--- config.mk ---
export PLATFORM = sky130hd
export DESIGN_NAME = slc3_mem_responder
export DESIGN_NICKNAME = d
export VERILOG_FILES = /design/src/rtl/slc3_mem_responder.sv
export SDC_FILE = /design/constraint.sdc
export NUM_CORES = 2
export LEC_CHECK = 0
export CELL_PAD_IN_SITES_DETAIL_PLACEMENT = 1
export CELL_PAD_IN_SITES_GLOBAL_PLACEMENT = 1
export CORE_MARGIN = 3
export CORE_UTILIZATION = 48
export DETAILED_ROUTE_END_ITERATION = 16
export PLACE_DENSITY = 0.68
export SLEW_MARGIN = 20
export SYNTH_ARGS = -nofsm -noshare
export SYNTH_HDL_FRONTEND = slang
export SYNTH_SLANG_ARGS = --single-unit
--- constraint.sdc ---
create_clock -name Clk -period 4 [get_ports Clk]
set_input_delay 0.6 -clock Clk [delete_from_list [all_inputs] [get_ports Clk]]
set_output_delay 0.6 -clock Clk [all_outputs]
set_load 0.05 [all_outputs]
--- src/rtl/slc3_mem_responder.sv ---
// SLC-3 data-bus target: on-chip word memory plus one memory-mapped I/O word (switches/hex),
// answering each request after a fixed number of wait states with a one-cycle Ready pulse.
module slc3_mem_responder #(
  parameter int ADDR_W      = 20,
  parameter int DATA_W      = 16,
  parameter int DEPTH       = 256,
  parameter int WAIT_STATES = 2
) (
  input  logic              Clk,
  input  logic              Reset,
  input  logic              Req,
  input  logic              WE,
  input  logic [ADDR_W-1:0] ADDR,
  input  logic [DATA_W-1:0] Data_in,
  input  logic [DATA_W-1:0] Switches,
  output logic [DATA_W-1:0] Data_out,
  output logic              Ready,
  output logic              Busy,
  output logic              Err,
  output logic [DATA_W-1:0] Hex_out
);

  localparam int                MEM_AW  = (DEPTH > 1) ? $clog2(DEPTH) : 1;
  localparam logic [ADDR_W-1:0] IO_ADDR = ADDR_W'('h0FFFF);
  localparam logic [ADDR_W-1:0] DEPTH_A = ADDR_W'(DEPTH);
  localparam logic [3:0]        WS      = 4'(WAIT_STATES);

  typedef enum logic [1:0] {S_IDLE, S_WAIT, S_DONE} state_t;

  state_t              state_q, state_d;
  logic [3:0]          cnt_q, cnt_d;
  logic [ADDR_W-1:0]   addr_q, addr_d;
  logic                we_q, we_d;
  logic [DATA_W-1:0]   data_q, data_d;
  logic                busy_q, busy_d;
  logic                ready_q, ready_d;
  logic                err_q, err_d;
  logic [DATA_W-1:0]   hex_q, hex_d;
  logic [DATA_W-1:0]   rd_q, rd_d;
  logic                sel_mem_q, sel_mem_d;

  logic                enter_done;
  logic [ADDR_W-1:0]   acc_addr;
  logic                acc_we;
  logic [DATA_W-1:0]   acc_data;
  logic                is_io;
  logic                in_range;
  logic                mem_we;
  logic                mem_re;

  logic [DATA_W-1:0]   mem [DEPTH];
  logic [DATA_W-1:0]   mem_rd_q;

  always_comb begin
    state_d    = state_q;
    cnt_d      = cnt_q;
    addr_d     = addr_q;
    we_d       = we_q;
    data_d     = data_q;
    busy_d     = busy_q;
    ready_d    = 1'b0;
    err_d      = 1'b0;
    hex_d      = hex_q;
    rd_d       = rd_q;
    sel_mem_d  = sel_mem_q;
    enter_done = 1'b0;
    acc_addr   = addr_q;
    acc_we     = we_q;
    acc_data   = data_q;

    case (state_q)
      S_IDLE: begin
        if (Req) begin
          addr_d = ADDR;
          we_d   = WE;
          data_d = Data_in;
          busy_d = 1'b1;
          if (WAIT_STATES == 0) begin
            // Zero-wait access completes off the live bus values at the acceptance edge
            state_d    = S_DONE;
            enter_done = 1'b1;
            acc_addr   = ADDR;
            acc_we     = WE;
            acc_data   = Data_in;
          end else begin
            state_d = S_WAIT;
            cnt_d   = WS;
          end
        end
      end
      S_WAIT: begin
        if (cnt_q <= 4'd1) begin
          state_d    = S_DONE;
          cnt_d      = 4'd0;
          enter_done = 1'b1;
        end else begin
          cnt_d = cnt_q - 4'd1;
        end
      end
      S_DONE: begin
        state_d = S_IDLE;
        busy_d  = 1'b0;
      end
      default: begin
        state_d = S_IDLE;
        busy_d  = 1'b0;
      end
    endcase

    is_io    = (acc_addr == IO_ADDR);
    in_range = !is_io && (acc_addr < DEPTH_A);

    // The access itself commits on the edge entering DONE so results are visible with Ready
    if (enter_done) begin
      ready_d = 1'b1;
      err_d   = !is_io && !in_range;
      if (!acc_we) begin
        sel_mem_d = in_range;
        if (is_io) begin
          rd_d = Switches;
        end else if (!in_range) begin
          rd_d = '0;
        end
      end else if (is_io) begin
        hex_d = acc_data;
      end
    end
  end

  assign mem_we = enter_done && acc_we && in_range && !Reset;
  assign mem_re = enter_done && !acc_we && in_range;

  always_ff @(posedge Clk or posedge Reset) begin
    if (Reset) begin
      state_q   <= S_IDLE;
      cnt_q     <= 4'd0;
      addr_q    <= '0;
      we_q      <= 1'b0;
      data_q    <= '0;
      busy_q    <= 1'b0;
      ready_q   <= 1'b0;
      err_q     <= 1'b0;
      hex_q     <= '0;
      rd_q      <= '0;
      sel_mem_q <= 1'b0;
    end else begin
      state_q   <= state_d;
      cnt_q     <= cnt_d;
      addr_q    <= addr_d;
      we_q      <= we_d;
      data_q    <= data_d;
      busy_q    <= busy_d;
      ready_q   <= ready_d;
      err_q     <= err_d;
      hex_q     <= hex_d;
      rd_q      <= rd_d;
      sel_mem_q <= sel_mem_d;
    end
  end

  // Unreset array with a registered read port so it maps onto block RAM
  always_ff @(posedge Clk) begin
    if (mem_we) begin
      mem[acc_addr[MEM_AW-1:0]] <= acc_data;
    end
    if (mem_re) begin
      mem_rd_q <= mem[acc_addr[MEM_AW-1:0]];
    end
  end

  assign Data_out = sel_mem_q ? mem_rd_q : rd_q;
  assign Ready    = ready_q;
  assign Busy     = busy_q;
  assign Err      = err_q;
  assign Hex_out  = hex_q;

endmodule

# --- After elaboration in Yosys (flattened, before gate mapping) ---
# Memories as Yosys holds them, arrays and structs flattened. A register that Yosys moved wholly into a read port is not among the register bits.
# Index checks and enable logic that the tools add are counted.
# W data, S select, Z words.
op_classes:
  mux: 17
  addsub: 1
  magnitude_cmp: 2
  reduce_logical: 20
  n_eq_ne: 5
  bitwise: 2
ops:
  columns: ["op", "n"]
  rows:
  - ["$mux W16", 3]
  - ["$eq A20 B16 Y1 const B", 1]
  - ["$lt A20 B9 Y1 const B", 1]
  - ["$reduce_and A2 Y1", 5]
  - ["$mux W4", 2]
  - ["$pmux W4 S2", 1]
  - ["$logic_and A1 B1 Y1", 7]
  - ["$mux W1", 7]
  - ["$ne A2 B2 Y1 const B", 3]
  - ["$reduce_and A3 Y1", 2]
  - ["$le A4 B1 Y1 const B", 1]
  - ["$logic_not A1 Y1", 4]
  - ["$mux W2", 2]
  - ["$pmux W2 S2", 1]
  - ["$sub A4 B1 Y4 const B", 1]
  - ["$eq A2 B1 Y1 const B", 1]
  - ["$logic_not A2 Y1", 1]
  - ["$not A1 Y1", 2]
  - ["$pmux W1 S2", 1]
  - ["$reduce_bool A2 Y1", 1]
totals:
  wordCells: 59
  inputBits: 56
  register_bits: 79
  out_inout_bits: 35
  ram_bits: 4096
  memories: 1
memory_table:
  columns: ["memory", "depth", "word_bits", "rd", "rd_clocked_by_memory_dff", "wr", "line_no", "text"]
  rows:
  - ["mem", 256, 16, 1, 1, 1, "51", "logic [DATA_W-1:0] mem [DEPTH];"]

# --- Depth between registers and ports, before layout ---
logic_depth:
  ltp_word: 8
  depth_mapped: 9
  depth_no_buf: 6

# --- Least setup slack after synthesis ---
# No wires, ideal clock.
synth_path:
  path_kind: "reg2reg"
  from: "reg data_q[0], in the netlist acc_data[0]"
  to: "mem mem[0][0] (data pin)"
  t_arrival_ns: 3.192
  slack_ns: 0.002
  required_ns: 3.195
  n_path_buf: 0
  synth_period_minus_slack_ns: 3.998
  stages_incl_launch_ff: 1
  cell_sequence: "dfrtp_1"
synth_lines:
  columns: ["item", "line_no", "text"]
  rows:
  - ["from (decl)", "34", "logic [DATA_W-1:0] data_q, data_d;"]
  - ["from (signal assigned)", "151", "data_q <= data_d;"]
  - ["to (decl)", "51", null]
# No word-level cell before the write port.

# --- Worst setup path in the final report ---
layout_path:
  from: "reg addr_q[0], in the netlist acc_addr[0]"
  to: "reg mem_rd_q[6], read port of mem (data pin)"
layout_via:
  elab_chain_len: 4
layout_rtl:
  columns: ["item", "line_no", "text"]
  rows:
  - ["from (decl)", "32", "logic [ADDR_W-1:0] addr_q, addr_d;"]
  - ["from (signal assigned)", "149", "addr_q <= addr_d;"]
  - ["branches (longest 4 deep; another with $lt A20 B9 Y1)", null, null]
  - ["to (decl)", "52", "logic [DATA_W-1:0] mem_rd_q;"]
# Parallel ways; which one is timed is not known.
# A chain may end at the register's enable or synchronous reset.

==> impl_results.md <==
* Outcome: completed
* Synth Instances at 6924
* Clock Pin Slew Worst Setup and Hold Paths at roughly 0.060 ns
* Int Power at 91800 uW
* # setup viols final at 0
* Via count at 80300
* Worst vdd ir at ~0.00058 V
* Switch Pwr at 45600 uW
* Number of global-route vias before repair at 82900
* Hold_sp: Switches[4]
* Crit-path max FO at between 40 and 50
* Combinational power share at 0.304
* Max-slew headroom at 0.137
* GP Congestion at 0.842
* Wirelength per Cell at approximately 37 microns
* Root Driver: clkbuf_16
* Most frequent cells in the layout: edfxtp_1 (4112), mux4_2 (1024), buf_4 (576)
* Lkg Pwr at around 0.058 uW
* Initial Util at 0.484
* Number of hold buffers added after cts at 0
* DRT iter0 DRCs at 11900
* Grt ovf at 0
* I/O Pins at 91
* Mapped Nets at ~7000
* Antenna-violating nets left at 0
* Drt via density at 6.46
* PD cells at 748 nW/um^2
* HP Class: in -> reg
* Total die area at between 300000 and 400000 sq um
* TritonCTS clock tree: built
* Die Span Y at 581 microns
* Fin. Hold Viols at 0
* Total GRT Usage at 0.269
* R2R Path Start: acc_addr[0]
* TritonRoute pass-1 iters at 5
* Top_reg_cell synth: edfxtp_1
* FMAX at 250 MHz
* H-Tree Depth at 5
* Unrepaired setup endpoints after global routing: no
* Final instance area at ~180000 sq um
* Netlist Area Pre-Place at 159000 sq um
* Tcrit/Tclk final at 1.00
* First-pass GRT wire length at 648 mm
* Total area of sequential cells at roughly 130000 sq um
* CP Class: reg -> reg
* YS warnings at 0
* Post-synth ARST share at 0.0188
* WL final at 455 mm
* Multi-input gate area at 31900 sq um
* Sequential cell fraction of total power at 0.415
* Startpoint Class: register
* Post-synth EDFFs at 4112
* Reg2Reg Depth at 8
* Unique masters post-synth at 40
* HPWL Detailed at 278 mm
* Most common cell after layout, fill and taps aside: edfxtp_1
* Later-pin clock latency in the skew report at 0.98 ns
* Port bufs at 90
* Clock power frac at 0.280
* Non-filler cells, final at 12400
* Filler cells at 27400
* Switching share of power at 0.332
* Core Area at between 300000 and 400000 sq um
* Fin Clk Skew at roughly 0.080 ns
* Nets at 7760
* WHS Path Cells at 2
* Max-cap viol count at 0
* Yosys reg bits at approximately 4200
* Site row count at 210
* Clock Sinks at 4191
* Max Slew Vio Count at 0
* Initial antenna violation count at 35
* Tmin final at 4.00 ns
* Required @ worst endpoint at 4.67 ns
* Layout area overhead at 15.8%
* Area post-placement at about 170000 sq um
* Clock tree buffer depth at 4
* Crit path capture type: register
* Flop2flop setup slack at 0.0006 ns
* Min Hold Slack at 0.237 ns
* Sequential area share after synthesis at 0.790
* Placed Cells incl. Taps at ~12000
* CP startpoint: acc_addr[0]
* Worst EP arrival at ~4.7 ns
* Layout cell share with drive strength beyond 1 at 0.305
* Syn_area_per_cell at 22.9 sq um
* Worst-Margin Slew at between 1 and 1.5 ns
* Num CTS Buffers at about 420
* Largest net degree at the start of global routing at 175
* Die X at 581 microns
* Drt drc at 0
-- path summary, 6_finish.rpt --
| check | to |
|---|---|
| worst max register to register | mem_rd_q[6] |
| worst min-delay path | rd_q[4] |
| max in group asynchronous | rd_q[11] |
| worst max-delay path | mem_rd_q[6] |
| min in group asynchronous | acc_addr[0] |
| worst min register to register | Hex_out[8] |
-- worst max-delay path, stage by stage (launching register included) --
cell and delay, ns:
dfrtp_4 0.53, buf_4 0.20, buf_12 0.35, mux4_2 0.59, a22oi_1 0.49, a21oi_1 0.28, o41ai_4 0.86, buf_4 0.22
nand4_1 0.11
-- final cells by class --
cell class                      count  share of cell area
Tap cell                         4346              0.0296
Multi-Input combinational cell   2303               0.173
Inverter                            6            0.000136
Clock buffer                      543              0.0610
Clock inverter                    239              0.0120
Sequential cell                  4191               0.683
Timing Repair Buffer              777              0.0405
Antenna cell                       14            0.000191
-- power by group through the flow --
stage,registers (uW),clock network (uW),logic [uW]
3_5_place_dp,58200,0,41500
6_report,57000,38500,41800
4_1_cts,57200,39100,41800
3_3_place_gp,58000,0,40500
5_1_grt,57100,40900,43700
2_1_floorplan,60700,0,20000
-- registers in the layout, indices dropped and copies added (netlist names), 2 cells and up --
| signal | count |
|---|---|
| acc_addr | 20 |
| Hex_out | 16 |
| cnt_q | 4 |
| rd_q | 16 |
| mem_rd_q | 16 |
| acc_data | 16 |
| state_q | 2 |
| mem | 4096 |
-- layer usage --
metal / wire length, microns / global-route usage / up-vias
met2: 218000 / 0.423 / 4524
li1: - / - / 31300
met4: 17100 / 0.0896 / 8
met5: 55 / 0 / -
met1: 177000 / 0.386 / 43700
met3: 42700 / 0.0454 / 722
-- through the flow --
step           TNS, ns  worst slack, ns   util  total power [uW]
5_1_grt              0          0.00344  0.560            142000
3_5_place_dp    -0.635           -0.244  0.519             99700
4_1_cts              0           0.0108  0.560            138000
2_1_floorplan        0          0.00229      -             80700
6_report             0         0.000591  0.560            137000
3_3_place_gp     -2.17           -0.559  0.518             98500
-- cell families (layout without fill, tap and decap cells) --
family / count (synthesis) / in the layout / synth area share
DFF: 4191 / 4191 / 0.790
xor gates and xnor gates: 2 / 2 / 0.000110
buffers and inverters: 430 / 1565 / 0.0119
AOI/OAI and AO/OA: 857 / 857 / 0.0370
and+or+nand+nor: 349 / 349 / 0.0102
muxes: 1093 / 1093 / 0.150
adders and majority gates: 2 / 2 / 0.000158
other: 0 / 14 / 0
-- cell usage after synthesis (all sizes together) (2+ instances only) --
library cell	number	area (sq um)
and2	3	20.0
xnor2	2	17.5
nand3	20	213
a22oi	512	3840
mux2	69	777
clkbuf	250	940
nor2b	10	62.6
nand4	19	119
a21oi	256	1280
ha	2	25.0
a22o	16	140
inv	6	22.5
o21ai	6	30.0
nor2	261	980
nor4	3	18.8
nand2b	4	25.0
o41ai	64	561
mux4	1024	23100
nor3	3	26.3
edfxtp	4112	123000
dfrtp	79	1980
or4	2	15.0
nand2	18	67.6
buf	174	923
nand3b	2	27.5
-- what timing repair did --
item / CTS / global route
gates resized for setup: 2 / 1
pin swaps: 1 / 1
buffers inserted: 3 / 0
setup endpoints to repair: 6 / 2
No activity file was read; power rests on OpenSTA's default activity.
